**config.mk**
```make
export PLATFORM = sky130hd
export DESIGN_NAME = pc_sequencer_flat
export DESIGN_NICKNAME = d
export VERILOG_FILES = /design/src/rtl/pc_seq_pkg.sv /design/src/rtl/pc_sequencer_if.sv /design/src/rtl/pc_target_table.sv /design/src/rtl/pc_sequencer.sv /design/src/flat_wrapper.sv
export SDC_FILE = /design/constraint.sdc
export NUM_CORES = 1
export LEC_CHECK = 0
export BUFFER_PORTS_ARGS = -buffer_cell sky130_fd_sc_hd__buf_2
export CELL_PAD_IN_SITES_DETAIL_PLACEMENT = 1
export CELL_PAD_IN_SITES_GLOBAL_PLACEMENT = 1
export CORE_AREA = 2 2 154 119
export CTS_BUF_LIST = sky130_fd_sc_hd__clkbuf_4 sky130_fd_sc_hd__clkbuf_8
export CTS_CLUSTER_SIZE = 25
export DETAILED_ROUTE_END_ITERATION = 12
export DIE_AREA = 0 0 156 121
export PLACE_DENSITY = 0.89
export RECOVER_POWER = 100
export SLEW_MARGIN = 15
export SYNTH_ARGS = -nofsm -noshare
export SYNTH_HDL_FRONTEND = slang
export SYNTH_SLANG_ARGS = --single-unit
```
**constraint.sdc**
```tcl
create_clock -name clk -period 2.65 [get_ports clk]
set_input_delay 0.265 -clock clk [delete_from_list [all_inputs] [get_ports clk]]
set_output_delay 0.265 -clock clk [all_outputs]
set_load 0.005 [all_outputs]
```
**src/rtl/pc_seq_pkg.sv**
```systemverilog
// Shared types and defaults for the program-counter sequencer.
// Optional call/return stack is enabled with PC_SEQ_CALL_EN.
package pc_seq_pkg;

    localparam int D        = 10;
    localparam int N_TGT    = 16;
    localparam int TW       = $clog2(N_TGT);
    localparam int RS_DEPTH = 4;
    localparam int RW       = $clog2(RS_DEPTH);
    localparam int SPW      = $clog2(RS_DEPTH + 1);

    typedef logic [D-1:0]  pc_t;
    typedef logic [TW-1:0] idx_t;

    typedef enum logic [1:0] {
        IDLE,
        RUN,
        HALT
    } state_t;

    localparam pc_t DEFAULT_TGT [N_TGT] = '{
        10'd0,  10'd11, 10'd80, 10'd68,
        10'd113, 10'd53, 10'd56, 10'd59,
        10'd79, 10'd20, 10'd95, 10'd0,
        10'd0,  10'd0,  10'd0,  10'd0
    };

    localparam logic [N_TGT-1:0] DEFAULT_VALID = 16'h07ff;

endpackage

```
**src/rtl/pc_sequencer_if.sv**
```systemverilog
// Decode/config side bundle of the PC sequencer.
// call_en/ret_en exist only when PC_SEQ_CALL_EN is defined.
interface pc_sequencer_if;
    import pc_seq_pkg::*;

    logic start;
    logic stall;
    logic branch_en;
    logic branch_taken;
    idx_t tgt_idx;
    logic halt_req;
    logic cfg_we;
    idx_t cfg_idx;
    pc_t  cfg_data;
`ifdef PC_SEQ_CALL_EN
    logic call_en;
    logic ret_en;
`endif
    pc_t  pc;
    logic running;
    logic done;
    logic err;

    modport master (
        output start, stall, branch_en, branch_taken,
        output tgt_idx, halt_req,
        output cfg_we, cfg_idx, cfg_data,
`ifdef PC_SEQ_CALL_EN
        output call_en, ret_en,
`endif
        input  pc, running, done, err
    );

    modport slave (
        input  start, stall, branch_en, branch_taken,
        input  tgt_idx, halt_req,
        input  cfg_we, cfg_idx, cfg_data,
`ifdef PC_SEQ_CALL_EN
        input  call_en, ret_en,
`endif
        output pc, running, done, err
    );

endinterface

```
**src/rtl/pc_target_table.sv**
```systemverilog
// Writable branch-target table with valid bits.
// Async read, sync write, async reset to package defaults.
module pc_target_table
    import pc_seq_pkg::*;
(
    input  logic clk,
    input  logic rst_n,
    input  logic we,
    input  idx_t wr_idx,
    input  pc_t  wr_data,
    input  idx_t rd_idx,
    output pc_t  rd_data,
    output logic rd_valid,
    output pc_t  entry0
);

    pc_t              tgt [N_TGT];
    logic [N_TGT-1:0] valid;

    always_ff @(posedge clk or negedge rst_n) begin
        if (!rst_n) begin
            tgt   <= DEFAULT_TGT;
            valid <= DEFAULT_VALID;
        end else if (we) begin
            tgt[wr_idx]   <= wr_data;
            valid[wr_idx] <= 1'b1;
        end
    end

    assign rd_data  = tgt[rd_idx];
    assign rd_valid = valid[rd_idx];
    assign entry0   = tgt[0];

endmodule

```
**src/rtl/pc_sequencer.sv**
```systemverilog
// PC sequencer: run/halt FSM, PC register, target table.
// PC_SEQ_CALL_EN adds a call/return stack.
module pc_sequencer
    import pc_seq_pkg::*;
(
    input  logic           clk,
    input  logic           rst_n,
    pc_sequencer_if.slave  bus
);

    state_t state, state_n;
    pc_t    pc_r, pc_n;
    logic   err_r, err_n;
    pc_t    tgt, entry0;
    logic   tgt_valid;
    pc_t    pc_inc;
    logic   taken;

    assign pc_inc = pc_r + 1'b1;
    assign taken  = bus.branch_en && bus.branch_taken;

    // table only accepts writes outside RUN
    pc_target_table u_table (
        .clk      (clk),
        .rst_n    (rst_n),
        .we       (bus.cfg_we && state != RUN),
        .wr_idx   (bus.cfg_idx),
        .wr_data  (bus.cfg_data),
        .rd_idx   (bus.tgt_idx),
        .rd_data  (tgt),
        .rd_valid (tgt_valid),
        .entry0   (entry0)
    );

`ifdef PC_SEQ_CALL_EN
    pc_t            rs [RS_DEPTH];
    logic [SPW-1:0] sp, sp_n;
    logic           push;
    logic [RW-1:0]  top;

    assign top = RW'(sp - 1'b1);
`endif

    always_comb begin
        state_n = state;
        pc_n    = pc_r;
        err_n   = err_r;
`ifdef PC_SEQ_CALL_EN
        sp_n    = sp;
        push    = 1'b0;
`endif
        case (state)
            IDLE, HALT: begin
                if (bus.start) begin
                    state_n = RUN;
                    pc_n    = entry0;
                    err_n   = 1'b0;
`ifdef PC_SEQ_CALL_EN
                    sp_n    = '0;
`endif
                end
            end
            RUN: begin
                if (bus.cfg_we) err_n = 1'b1;
                if (bus.stall) begin
                    pc_n = pc_r;
                end else if (bus.halt_req) begin
                    state_n = HALT;
                end
`ifdef PC_SEQ_CALL_EN
                else if (bus.call_en) begin
                    if (!tgt_valid || sp == SPW'(RS_DEPTH)) begin
                        err_n   = 1'b1;
                        state_n = HALT;
                    end else begin
                        push = 1'b1;
                        sp_n = sp + 1'b1;
                        pc_n = tgt;
                    end
                end
`endif
                else if (taken) begin
                    if (!tgt_valid) begin
                        err_n   = 1'b1;
                        state_n = HALT;
                    end else begin
                        pc_n = tgt;
                    end
                end
`ifdef PC_SEQ_CALL_EN
                else if (bus.ret_en) begin
                    if (sp == '0) begin
                        err_n   = 1'b1;
                        state_n = HALT;
                    end else begin
                        sp_n = sp - 1'b1;
                        pc_n = rs[top];
                    end
                end
`endif
                else if (&pc_r) begin
                    pc_n    = '0;
                    err_n   = 1'b1;
                    state_n = HALT;
                end else begin
                    pc_n = pc_inc;
                end
            end
            default: state_n = IDLE;
        endcase
    end

    always_ff @(posedge clk or negedge rst_n) begin
        if (!rst_n) begin
            state <= IDLE;
            pc_r  <= '0;
            err_r <= 1'b0;
        end else begin
            state <= state_n;
            pc_r  <= pc_n;
            err_r <= err_n;
        end
    end

`ifdef PC_SEQ_CALL_EN
    always_ff @(posedge clk or negedge rst_n) begin
        if (!rst_n) begin
            sp <= '0;
            rs <= '{default: '0};
        end else begin
            sp <= sp_n;
            if (push) rs[sp[RW-1:0]] <= pc_inc;
        end
    end
`endif

    assign bus.pc      = pc_r;
    assign bus.running = (state == RUN);
    assign bus.done    = (state == HALT);
    assign bus.err     = err_r;

endmodule
```
**src/flat_wrapper.sv**
```systemverilog
// flat-port wrapper written by rule: the top's interface ports become plain ports
module pc_sequencer_flat import pc_seq_pkg::*;
  (clk, rst_n, bus_start, bus_stall, bus_branch_en, bus_branch_taken, bus_tgt_idx, bus_halt_req, bus_cfg_we, bus_cfg_idx, bus_cfg_data, bus_pc, bus_running, bus_done, bus_err);
  pc_sequencer_if bus_i ();
  input  logic clk;
  input  logic rst_n;
  input wire logic [$bits(bus_i.start)-1:0] bus_start;
  input wire logic [$bits(bus_i.stall)-1:0] bus_stall;
  input wire logic [$bits(bus_i.branch_en)-1:0] bus_branch_en;
  input wire logic [$bits(bus_i.branch_taken)-1:0] bus_branch_taken;
  input wire logic [$bits(bus_i.tgt_idx)-1:0] bus_tgt_idx;
  input wire logic [$bits(bus_i.halt_req)-1:0] bus_halt_req;
  input wire logic [$bits(bus_i.cfg_we)-1:0] bus_cfg_we;
  input wire logic [$bits(bus_i.cfg_idx)-1:0] bus_cfg_idx;
  input wire logic [$bits(bus_i.cfg_data)-1:0] bus_cfg_data;
  output wire logic [$bits(bus_i.pc)-1:0] bus_pc;
  output wire logic [$bits(bus_i.running)-1:0] bus_running;
  output wire logic [$bits(bus_i.done)-1:0] bus_done;
  output wire logic [$bits(bus_i.err)-1:0] bus_err;
  assign bus_i.start = bus_start;
  assign bus_i.stall = bus_stall;
  assign bus_i.branch_en = bus_branch_en;
  assign bus_i.branch_taken = bus_branch_taken;
  assign bus_i.tgt_idx = bus_tgt_idx;
  assign bus_i.halt_req = bus_halt_req;
  assign bus_i.cfg_we = bus_cfg_we;
  assign bus_i.cfg_idx = bus_cfg_idx;
  assign bus_i.cfg_data = bus_cfg_data;
  assign bus_pc = bus_i.pc;
  assign bus_running = bus_i.running;
  assign bus_done = bus_i.done;
  assign bus_err = bus_i.err;
  pc_sequencer u_core (.clk(clk), .rst_n(rst_n), .bus(bus_i));
endmodule
```
==> tab_implementation.tex <==
\begin{tabular}{lr}
\hline
Metric & Value \\
\hline
\multicolumn{2}{l}{\textbf{STA}} \\
\quad Achievable frequency & 0.401 GHz \\
\quad Final setup fails & 0 \\
\quad Final Hold Vio Count & 0 \\
\quad Final worst path period need & 2500 ps \\
\quad Worst slew margin & -0.207 \\
\quad Worst setup margin & 154 ps \\
\quad Clock skew & 15.8 ps \\
\quad Total negative slack & 0 ps \\
\quad RSZ-0062 raised after global routing & false \\
\quad Final Cycle Share & 0.942 \\
\quad Pins Over Slew Limit & 71 \\
\quad Worst Max-Slew Pin Slew & 1810 ps \\
\multicolumn{2}{l}{\textbf{Clock tree}} \\
\quad Clock H-tree levels & 4 \\
\quad Number of buffers created by CTS & 17 \\
\quad Buffer type at the clock tree root & clkbuf\_8 \\
\quad CTS sink count & 189 \\
\quad TritonCTS clock tree & yes \\
\quad Clock edge transition at the registers on the reported setup and hold paths & 100 ps \\
\quad Maximum count of clock buffers along a single path & 2 \\
\quad Clock latency on the worst-skew pair & 500 ps \\
\quad CTS resizes & 0 \\
\multicolumn{2}{l}{\textbf{Finish}} \\
\quad Fill cell total of the finished layout & 1,692 \\
\quad Relative area change from synthesis to final layout & 9.53\% \\
\quad Sequential standard cell area & 4790 µm² \\
\quad Multi-input gate area & 4150 µm² \\
\quad Count of nets after finishing & 753 \\
\quad Commonest non-fill, non-tap cells in the layout & mux2\_2 (179), dfrtp\_1 (142), dfstp\_2 (46) \\
\quad Most common cell after layout, fill and taps aside & mux2\_2 \\
\quad Proportion of layout cells with a drive suffix above 1 & 0.476 \\
\multicolumn{2}{l}{\textbf{Placed design}} \\
\quad DPL Wire Length & 17,300 µm \\
\quad Setup WS pre-CTS & 118 ps \\
\quad Final weighted congestion of routability-driven global placement & 0.932 \\
\quad Port-buffer cells & 38 \\
\multicolumn{2}{l}{\textbf{Route}} \\
\quad Drc violations & 0 \\
\quad Average via count per standard cell & 6.42 \\
\quad Number of routed nets with antenna violations & 0 \\
\quad First DRT Iteration DRCs & 454 \\
\quad Count of vias placed by the detailed router & 6,159 \\
\quad Final wirelength & 25,600 µm \\
\quad First-pass iteration count of the detailed router & 6 \\
\quad Wire per inst & 26.7 µm \\
\multicolumn{2}{l}{\textbf{Global routing}} \\
\quad Antenna violations before repair & 1 \\
\quad Vias in the first global route & 6,922 \\
\quad Sum of overflow across all layers after global routing & 0 \\
\quad Maximum number of pins on one net before global-route repair & 72 \\
\quad Global-route wire length before repair & 40,100 µm \\
\quad GRT Overall Usage & 0.289 \\
\multicolumn{2}{l}{\textbf{Synth}} \\
\quad Cell type contributing the most total cell area after synthesis & dfrtp\_1 \\
\quad Fraction of synthesis flops using an asynchronous set or reset pin & 1.00 \\
\quad Cell variety after synth & 49 \\
\quad Post-Synthesis Mean Instance Area & 13.5 µm² \\
\quad Synth warnings & 0 \\
\quad Net count after synthesis & 707 \\
\quad Most frequently used flop master after synthesis & dfrtp\_1 \\
\quad Count of flip-flops with a built-in enable after synthesis & 0 \\
\quad Portion of the post-synthesis area used by sequential elements & 0.520 \\
\quad Cell Area, Synth & 9210 µm² \\
\quad Synthesized instance count & 680 \\
\quad Number of synthesized register bits & 189 \\
\quad Area share of the largest cell type after synthesis & 0.386 \\
\quad Largest cells by area after synthesis & dfrtp\_1 (39\%), mux2\_2 (22\%), dfstp\_2 (13\%) \\
\multicolumn{2}{l}{\textbf{Power and ir drop}} \\
\quad Tot Pwr & 0.0105 W \\
\quad Total power divided by cell area & 1040 nW/µm² \\
\quad Worst vdd ir & 581 µV \\
\quad P\_leak & 4.30 nW \\
\multicolumn{2}{l}{\textbf{Run}} \\
\quad Max-capacitance violation count & 1 \\
\multicolumn{2}{l}{\textbf{Floorplanning}} \\
\quad Initial standard-cell utilization of the core & 0.533 \\
\quad Placement row count & 42 \\
\quad Floorplan die area & 18,900 µm² \\
\quad Placeable Area & 17,300 µm² \\
\quad Width of the die & 156 µm \\
\quad Vertical extent of the die & 121 µm \\
\quad IO Pins & 39 \\
\multicolumn{2}{l}{\textbf{Worst setup path}} \\
\quad Data required time of the critical path & 3030 ps \\
\quad Worst path slowest cell & clkbuf\_1 \\
\quad CP bufs+invs & 1 \\
\quad Category of the worst setup path launch point & flop \\
\quad Crit Path Max Fanout & 9 \\
\quad Arrival time at the worst endpoint & 2880 ps \\
\quad Critical path cell sequence & nand2b\_1 -> nand4b\_1 -> nor2\_1 -> clkbuf\_1 -> mux2\_2 \\
\quad Worst path max stage delay & 690 ps \\
\quad Cell family with the largest share of critical-path delay & simple AND/OR/NAND/NOR gates \\
\quad Path type of the worst setup path & reg -> reg \\
\quad Crit. End Element & flop \\
\multicolumn{2}{l}{\textbf{Worst hold path}} \\
\quad Hold Path Class & in -> reg \\
\multicolumn{2}{l}{\textbf{Status}} \\
\quad Result of the run & complete, but fails checks \\
\quad Violated checks & capacitance limit, slew limit \\
\hline
\end{tabular}
==> timing repair <==
item                      4_1_cts  5_1_grt
hold endpoints to repair       51        0
hold buffers                    1        0
setup buffers                   0        0
==> cell usage after synthesis, types with 2 or more instances <==
cell type	instances
a2111oi_0	7
nor4_1	9
mux2i_1	21
buf_4	5
nand4b_1	2
a22oi_1	3
dfrtp_1	142
nand2b_1	13
clkbuf_1	20
buf_1	11
o41ai_1	2
nand3_1	7
a221o_1	3
inv_1	9
o21ai_1	2
buf_2	10
o21ai_0	6
a21oi_1	3
nor2_1	30
o31ai_1	6
nand4_1	3
xor2_1	5
nor2b_1	18
a211oi_1	14
buf_6	2
nor3_1	8
or2_2	12
dfstp_2	47
mux2_2	184
nor3b_1	2
o2bb2ai_1	4
o22ai_1	12
nand2_1	17
mux4_2	26
==> per-stage QoR <==
stage / hold WS (ps) / util / area, µm² / instances
after global routing: 15.5 / 0.584 / 10100 / 959
after floorplan: -30.6 / - / 9210 / 680
after detailed placement: 331 / 0.567 / 9800 / 926
after CTS: 2.35 / 0.592 / 10200 / 959
final: 30.2 / 0.584 / 10100 / 960
after global placement: 317 / 0.567 / 9800 / 926
==> where the power goes <==
| part | internal, W | leakage [nW] | switching [W] | total, W |
|---|---|---|---|---|
| logic | 0.00180 | 1.81 | 0.00135 | 0.00314 |
| clock network | 0.000813 | 0.212 | 0.00121 | 0.00202 |
| registers | 0.00445 | 2.28 | 0.000919 | 0.00537 |
==> registers in the layout, summed over array words and instances, names as in the netlist <==
signal / flops
u_core.bus.err: 1
u_core.bus.pc: 10
u_core.state: 2
u_core.u_table.entry0: 10
u_core.u_table.tgt: 150
u_core.u_table.valid: 16
==> cell type report <==
cell class                      instances  area share
Clock inverter                         15      0.0190
Inverter                                9     0.00335
Antenna cell                            1    0.000248
Sequential cell                       189       0.475
Multi-Input combinational cell        433       0.411
Clock buffer                           17      0.0232
Tap cell                              220      0.0273
Timing Repair Buffer                   76      0.0413
==> kinds of logic after synthesis <==
family,share of synthesized area
adder cells (fa/ha/maj),0.00136
AO/OA/AOI/OAI,0.0613
flip-flops,0.520
buffers and inverters,0.0304
AND/OR/NAND/NOR,0.0702
multiplexers,0.311
XOR/XNOR,0.00570
==> layer usage <==
layer	part of all wire	GRT usage	vias up	routed length, µm
met4	0.035	0.122	0	885
met2	0.47	0.467	229	12100
met3	0.067	0.0754	76	1710
met1	0.42	0.373	3253	10900
li1	-	-	2601	-
met5	0	0	-	0
==> worst paths after layout <==
check                      depth (start not counted)  slack, ps                       end              startpoint
setup / recovery                                   5        150    u_core.u_table.tgt[59]         u_core.state[0]
setup reg to reg                                   5        150    u_core.u_table.tgt[59]         u_core.state[0]
hold / removal                                     2         30           u_core.state[1]               bus_stall
max in group asynchronous                          3        350    u_core.u_table.tgt[70]                   rst_n
min in group asynchronous                          2        790  u_core.u_table.valid[12]                   rst_n
hold reg to reg                                    1        510    u_core.u_table.tgt[48]  u_core.u_table.tgt[48]
Note: power is estimated with default switching activity, not from simulation.
